`src/rtl/eth_switch_pkg.sv`:
```
// Shared types and constants for the switch port datapath (XGMII TX side).
package eth_switch_pkg;

  typedef enum logic [2:0] {
    ST_IDLE,
    ST_SFD,
    ST_DATA,
    ST_FCS,
    ST_TERM,
    ST_DRAIN,
    ST_IPG
  } eth_tx_state_t;

  localparam logic [7:0] XGMII_IDLE  = 8'h07;
  localparam logic [7:0] XGMII_START = 8'hFB;
  localparam logic [7:0] XGMII_TERM  = 8'hFD;
  localparam logic [7:0] XGMII_ERR   = 8'hFE;

  localparam logic [7:0] PREAMBLE_BYTE = 8'h55;
  localparam logic [7:0] SFD_BYTE      = 8'hD5;

  localparam logic [31:0] CRC32_POLY_REV = 32'hEDB88320;
  localparam logic [31:0] CRC32_INIT     = 32'hFFFFFFFF;
  localparam logic [31:0] CRC32_RESIDUE  = 32'hDEBB20E3;

  // Number of valid bytes in a beat; anything other than a contiguous low-lane mask counts as 4.
  function automatic logic [2:0] keep_to_nbytes(input logic [3:0] keep);
    case (keep)
      4'b0001: return 3'd1;
      4'b0011: return 3'd2;
      4'b0111: return 3'd3;
      default: return 3'd4;
    endcase
  endfunction

endpackage

```
`src/rtl/eth_crc32_d32.sv`:
```
// Combinational CRC-32 (reflected) update over the low 1..4 bytes of a 32-bit word.
module eth_crc32_d32
  import eth_switch_pkg::*;
(
  input  logic [31:0] crc_in,
  input  logic [31:0] data,
  input  logic [2:0]  nbytes,
  output logic [31:0] crc_out
);

  logic [31:0] c;
  logic [31:0] d;
  logic [2:0]  left;

  // Fold bytes lane0 first, one bit at a time, LSB first.
  always_comb begin
    c    = crc_in;
    d    = data;
    left = nbytes;
    for (int b = 0; b < 4; b++) begin
      if (left != 3'd0) begin
        c = c ^ {24'h0, d[7:0]};
        for (int k = 0; k < 8; k++) begin
          c = c[0] ? ((c >> 1) ^ CRC32_POLY_REV) : (c >> 1);
        end
        left = left - 3'd1;
      end
      d = d >> 8;
    end
    crc_out = c;
  end

endmodule

```
`src/rtl/eth_xgmii_tx.sv`:
```
// Egress XGMII transmitter: start/preamble/SFD, frame data, CRC-32 FCS, terminate and IPG.
module eth_xgmii_tx
  import eth_switch_pkg::*;
#(
  parameter int unsigned IPG_WORDS = 3  // must be >= 1
) (
  input  logic        clk,
  input  logic        rst,
  input  logic [31:0] s_data,
  input  logic [3:0]  s_keep,
  input  logic        s_valid,
  input  logic        s_last,
  output logic        s_ready,
  output logic [31:0] txd,
  output logic [3:0]  txc,
  output logic        tx_busy,
  output logic        frame_sent,
  output logic        tx_underrun
);

  localparam logic [7:0]  IPG_INIT  = 8'(IPG_WORDS - 1);
  localparam logic [31:0] IDLE_WORD = {4{XGMII_IDLE}};

  eth_tx_state_t state;
  logic [7:0]    ipg_cnt;
  logic [31:0]   crc;
  logic [31:0]   fcs_rem;   // full FCS of the frame just closed
  logic [2:0]    n_last;    // valid bytes in that frame's last beat

  logic [2:0]    nbytes;
  logic [31:0]   crc_next;
  logic [31:0]   fcs_now;
  logic [31:0]   last_word;
  logic [31:0]   term_word;
  logic [3:0]    term_ctrl;

  assign nbytes  = keep_to_nbytes(s_keep);
  assign fcs_now = ~crc_next;
  assign s_ready = (state == ST_DATA) || (state == ST_DRAIN);
  assign tx_busy = (state != ST_IDLE);

  eth_crc32_d32 u_crc (
    .crc_in  (crc),
    .data    (s_data),
    .nbytes  (nbytes),
    .crc_out (crc_next)
  );

  // Word packing around the FCS: last beat carries its n bytes then FCS bytes 0..3-n;
  // the following word carries FCS bytes 4-n..3, then /T/ and idles.
  always_comb begin
    last_word = (s_data & ~(32'hFFFFFFFF << {nbytes, 3'b000}))
              | (fcs_now << {nbytes, 3'b000});
    term_word = ((fcs_rem >> {3'(3'd4 - n_last), 3'b000})
                 & ~(32'hFFFFFFFF << {n_last, 3'b000}))
              | ({XGMII_IDLE, XGMII_IDLE, XGMII_IDLE, XGMII_TERM} << {n_last, 3'b000});
    term_ctrl = 4'hF << n_last;
  end

  // Transmit FSM with registered XGMII word and status pulses.
  always_ff @(posedge clk) begin
    if (rst) begin
      state       <= ST_IDLE;
      txd         <= IDLE_WORD;
      txc         <= 4'hF;
      frame_sent  <= 1'b0;
      tx_underrun <= 1'b0;
      ipg_cnt     <= 8'd0;
      crc         <= CRC32_INIT;
      fcs_rem     <= 32'h0;
      n_last      <= 3'd4;
    end else begin
      txd         <= IDLE_WORD;
      txc         <= 4'hF;
      frame_sent  <= 1'b0;
      tx_underrun <= 1'b0;
      unique case (state)
        ST_IDLE: begin
          crc <= CRC32_INIT;
          if (s_valid) begin
            txd   <= {PREAMBLE_BYTE, PREAMBLE_BYTE, PREAMBLE_BYTE, XGMII_START};
            txc   <= 4'b0001;
            state <= ST_SFD;
          end
        end
        ST_SFD: begin
          txd   <= {SFD_BYTE, PREAMBLE_BYTE, PREAMBLE_BYTE, PREAMBLE_BYTE};
          txc   <= 4'b0000;
          state <= ST_DATA;
        end
        ST_DATA: begin
          if (s_valid) begin
            txc <= 4'b0000;
            crc <= crc_next;
            if (s_last) begin
              txd     <= last_word;
              fcs_rem <= fcs_now;
              n_last  <= nbytes;
              state   <= ST_FCS;
            end else begin
              txd <= s_data;
            end
          end else begin
            txd         <= {4{XGMII_ERR}};
            txc         <= 4'hF;
            tx_underrun <= 1'b1;
            state       <= ST_DRAIN;
          end
        end
        ST_FCS: begin
          txd <= term_word;
          txc <= term_ctrl;
          if (n_last == 3'd4) begin
            state <= ST_TERM;
          end else begin
            frame_sent <= 1'b1;
            ipg_cnt    <= IPG_INIT;
            state      <= ST_IPG;
          end
        end
        ST_TERM: begin
          txd        <= {XGMII_IDLE, XGMII_IDLE, XGMII_IDLE, XGMII_TERM};
          txc        <= 4'hF;
          frame_sent <= 1'b1;
          ipg_cnt    <= IPG_INIT;
          state      <= ST_IPG;
        end
        ST_DRAIN: begin
          if (s_valid && s_last) begin
            ipg_cnt <= IPG_INIT;
            state   <= ST_IPG;
          end
        end
        ST_IPG: begin
          if (ipg_cnt == 8'd0) state <= ST_IDLE;
          else ipg_cnt <= ipg_cnt - 8'd1;
        end
        default: state <= ST_IDLE;
      endcase
    end
  end

endmodule

```
`config.mk`:
```
export PLATFORM = sky130hd
export DESIGN_NAME = eth_xgmii_tx
export DESIGN_NICKNAME = d
export VERILOG_FILES = /design/src/rtl/eth_switch_pkg.sv /design/src/rtl/eth_crc32_d32.sv /design/src/rtl/eth_xgmii_tx.sv
export SDC_FILE = /design/constraint.sdc
export NUM_CORES = 1
export LEC_CHECK = 0
export ABC_AREA = 0
export CORE_ASPECT_RATIO = 0.8
export CORE_MARGIN = 4
export CORE_UTILIZATION = 59
export CTS_CLUSTER_DIAMETER = 100
export DETAILED_ROUTE_END_ITERATION = 10
export HOLD_SLACK_MARGIN = 0.02
export PLACE_DENSITY = 0.8
export SYNTH_ARGS = -nofsm -noshare
export SYNTH_HDL_FRONTEND = slang
export SYNTH_SLANG_ARGS = --single-unit
```
`constraint.sdc`:
```
create_clock -name clk -period 6.51 [get_ports clk]
set_input_delay 0.9765 -clock clk [delete_from_list [all_inputs] [get_ports clk]]
set_output_delay 0.9765 -clock clk [all_outputs]
set_load 0.01 [all_outputs]
```
==> impl_metrics.yaml <==
run_status:
  status: "finished, final reports clean"
synth:
  ys_seq_elements: 116
  synthArstFlopShare: 0
  syn_inst: 1329
  ys_warn_count: 0
  avgSynthCellArea_um2: 8.26
  synth.distinct_cells: 78
  syn_area_mm2: 0.0110
  synth_edf_count: 0
  synth_flop_cell: "dfxtp_1"
  synth_nets: 1378
  synth_seq_area_share: 0.212
detailed_routing:
  drt_pass1_iterations: 6
  via_count: 11017
  routed_wl_um: 43900
  route.detailed.drc: 0
  antenna_left: 0
  wl_per_cell_um: 25.9
  viasPerCell: 6.48
  drtIter0Drc: 1987
setup_path:
  r2r-start: "crc[6]$_SDFFE_PP1P_"
  arrival_ns: 6.51
  reg2reg_slack_ns: 0.92
  crit_fanout: 8
  crit_required_ns: 6.87
  rr_endpoint: "crc[22]$_SDFFE_PP1P_"
  cp-start-kind: "primary input"
  path_class: "in2reg"
  end_kind: "flop"
  reg2reg_depth: 15
final_layout:
  final_layout_size_suffix_gt1_frac: 0.115
  fin_nets: 1482
  area_growth_pct: 19.8
  num_antenna_cells: 0
floorplanning:
  design.core.area_mm2: 0.0182
  die_h_um: 130
  std_cell_rows: 44
  die_w_um: 160
  dieArea_mm2: 0.0209
  start_util: 0.602
  io_pins: 80
flow_run:
  maxCapViolCount: 0
clock_network:
  insertion_delay_ns: 0.42
  post-cts-setup-buffers: 0
  cts.path.max_buffers: 2
  path_clk_slew_ns: 0.06
  cts_sinks: 116
  cts_tree: "done"
  numCtsBuffers: 17
  ctsHoldBuffers: 0
  cts-root-buf: "clkbuf_16"
  cts.repair.resized: 0
  cts_htree_levels: 4
min_path:
  hold_class: "reg2reg"
  min_from: "fcs_rem[12]$_SDFFE_PP0P_"
  hold_depth: 2
  holdPathEnd: "fcs_rem[12]$_SDFFE_PP0P_"
global_route:
  grt_pass1_vias: 10015
  grt_max_degree: 48
  grt_overflow: 0
  antenna_found_initial: 1
  grt_pass1_wl_um: 64500
  track_usage: 0.416
sta:
  fin_skew_ns: 0.0115
  drv_slew: 0
  fin_crit_sh: 0.944
  period_needed_ns: 6.15
  tns_ns: 0
  fin_hold_ws_ns: 0.469
  finalHoldViolCount: 0
  setup_viol_count_final: 0
  max_clock_freq_mhz: 163
  timing_worst_slew_pin_value_ns: 0.966
  maxSlewHeadroom: 0.354
  rsz0062_at_grt: "no"
placed_design:
  gp_congestion: 1.07
  dp_hpwl_um: 34300
  port_buffers: 79
-- critical path: stages --
cell	delay [ns]
clkdlybuf4s50_1	0.58
xnor2_1	0.18
buf_4	0.18
xnor3_1	0.54
xor2_1	0.22
xnor2_1	0.55
mux2i_1	0.26
xor2_2	0.22
xnor3_1	0.33
a21oi_2	0.11
xnor2_1	0.75
xor2_1	0.31
xor3_1	0.42
xor2_1	0.16
mux2i_1	0.47
o32a_1	0.25
-- how the worst max path moves through the flow --
stage	start	end	depth (start not counted)
6_report	s_data[3]	crc[22]$_SDFFE_PP1P_	16
5_1_grt	s_data[0]	crc[25]$_SDFFE_PP1P_	15
4_1_cts	s_data[0]	crc[25]$_SDFFE_PP1P_	15
3_5_place_dp	s_data[0]	crc[25]$_SDFFE_PP1P_	15
3_3_place_gp	s_data[3]	crc[22]$_SDFFE_PP1P_	16
2_1_floorplan	s_data[0]	crc[18]$_SDFFE_PP1P_	15
-- per-layer routing --
metal	share of wire	track usage	vias up
met5	0.00034	0	-
met4	0.032	0.129	2
met1	0.41	0.602	5098
met3	0.17	0.164	130
met2	0.39	0.567	921
li1	-	-	4866
-- flip-flops by register name (all words and copies together) (netlist names) --
register,count
crc,32
fcs_rem,32
n_last,3
state,3
txc,4
tx_underrun,1
ipg_cnt,8
frame_sent,1
txd,32
-- synthesized netlist by cell type, types with 10 or more instances --
| cell | instances | area (µm²) |
|---|---|---|
| nand2_1 | 164 | 616 |
| xnor2_1 | 138 | 1210 |
| nor2_1 | 135 | 507 |
| a21oi_1 | 116 | 581 |
| dfxtp_1 | 116 | 2320 |
| o21ai_0 | 75 | 375 |
| clkbuf_1 | 73 | 274 |
| xor2_1 | 67 | 587 |
| mux2i_1 | 50 | 500 |
| xnor3_1 | 50 | 1130 |
| nor3_1 | 32 | 160 |
| nand3_1 | 20 | 100 |
| o22ai_1 | 19 | 119 |
| a211oi_1 | 15 | 113 |
| a31oi_1 | 15 | 93.8 |
| o211ai_1 | 15 | 113 |
| xor3_1 | 14 | 333 |
| inv_1 | 13 | 48.8 |
| xnor2_2 | 13 | 211 |
| nor2b_1 | 11 | 68.8 |
| buf_1 | 10 | 37.5 |
-- final cells by class --
cell class / count / area [µm²]
clock buffers: 18 / 439
clock inverters: 14 / 224
fillers: 1448 / 5080
inverters: 14 / 52.6
multi-input cells: 1113 / 8300
flip-flops and latches: 116 / 2320
well taps: 253 / 317
repair buffers: 171 / 1490
-- placed cells by master, fill, tap and decap left out, drive strengths merged, types with 8 or more instances in the layout --
cell / count
nand2: 164
xnor2: 153
nor2: 135
a21oi: 118
dfxtp: 116
buf: 92
o21ai: 82
clkdlybuf4s50: 79
xor2: 72
xnor3: 53
mux2i: 51
nor3: 32
nand3: 20
o22ai: 19
clkbuf: 18
o211ai: 15
a211oi: 15
a31oi: 15
inv: 15
xor3: 14
nor2b: 11
or3: 9
ha: 9
nand2b: 9
o22a: 8
or2: 8
-- metrics by stage --
| stage | setup slack [ns] | cells | cell area [µm²] | util |
|---|---|---|---|---|
| CTS | 0.545 | 1699 | 13100 | 0.721 |
| floorplan | 0.878 | 1329 | 11000 | - |
| global route | 0.267 | 1699 | 13100 | 0.721 |
| global placement | 0.217 | 1667 | 12500 | 0.685 |
| finish | 0.364 | 1699 | 13100 | 0.721 |
| detailed placement | 0.138 | 1667 | 12500 | 0.685 |
-- logic make-up after synthesis --
group	share of synthesized area
AND/OR/NAND/NOR	0.171
AO/OA/AOI/OAI	0.185
XOR/XNOR	0.336
flip-flops	0.212
buffers and inverters	0.0348
multiplexers	0.0520
adder cells (fa/ha/maj)	0.0103
Power is left out: the tool's default activity adds up to more than one toggle a clock period on the data nets, which glitch-free logic cannot reach.
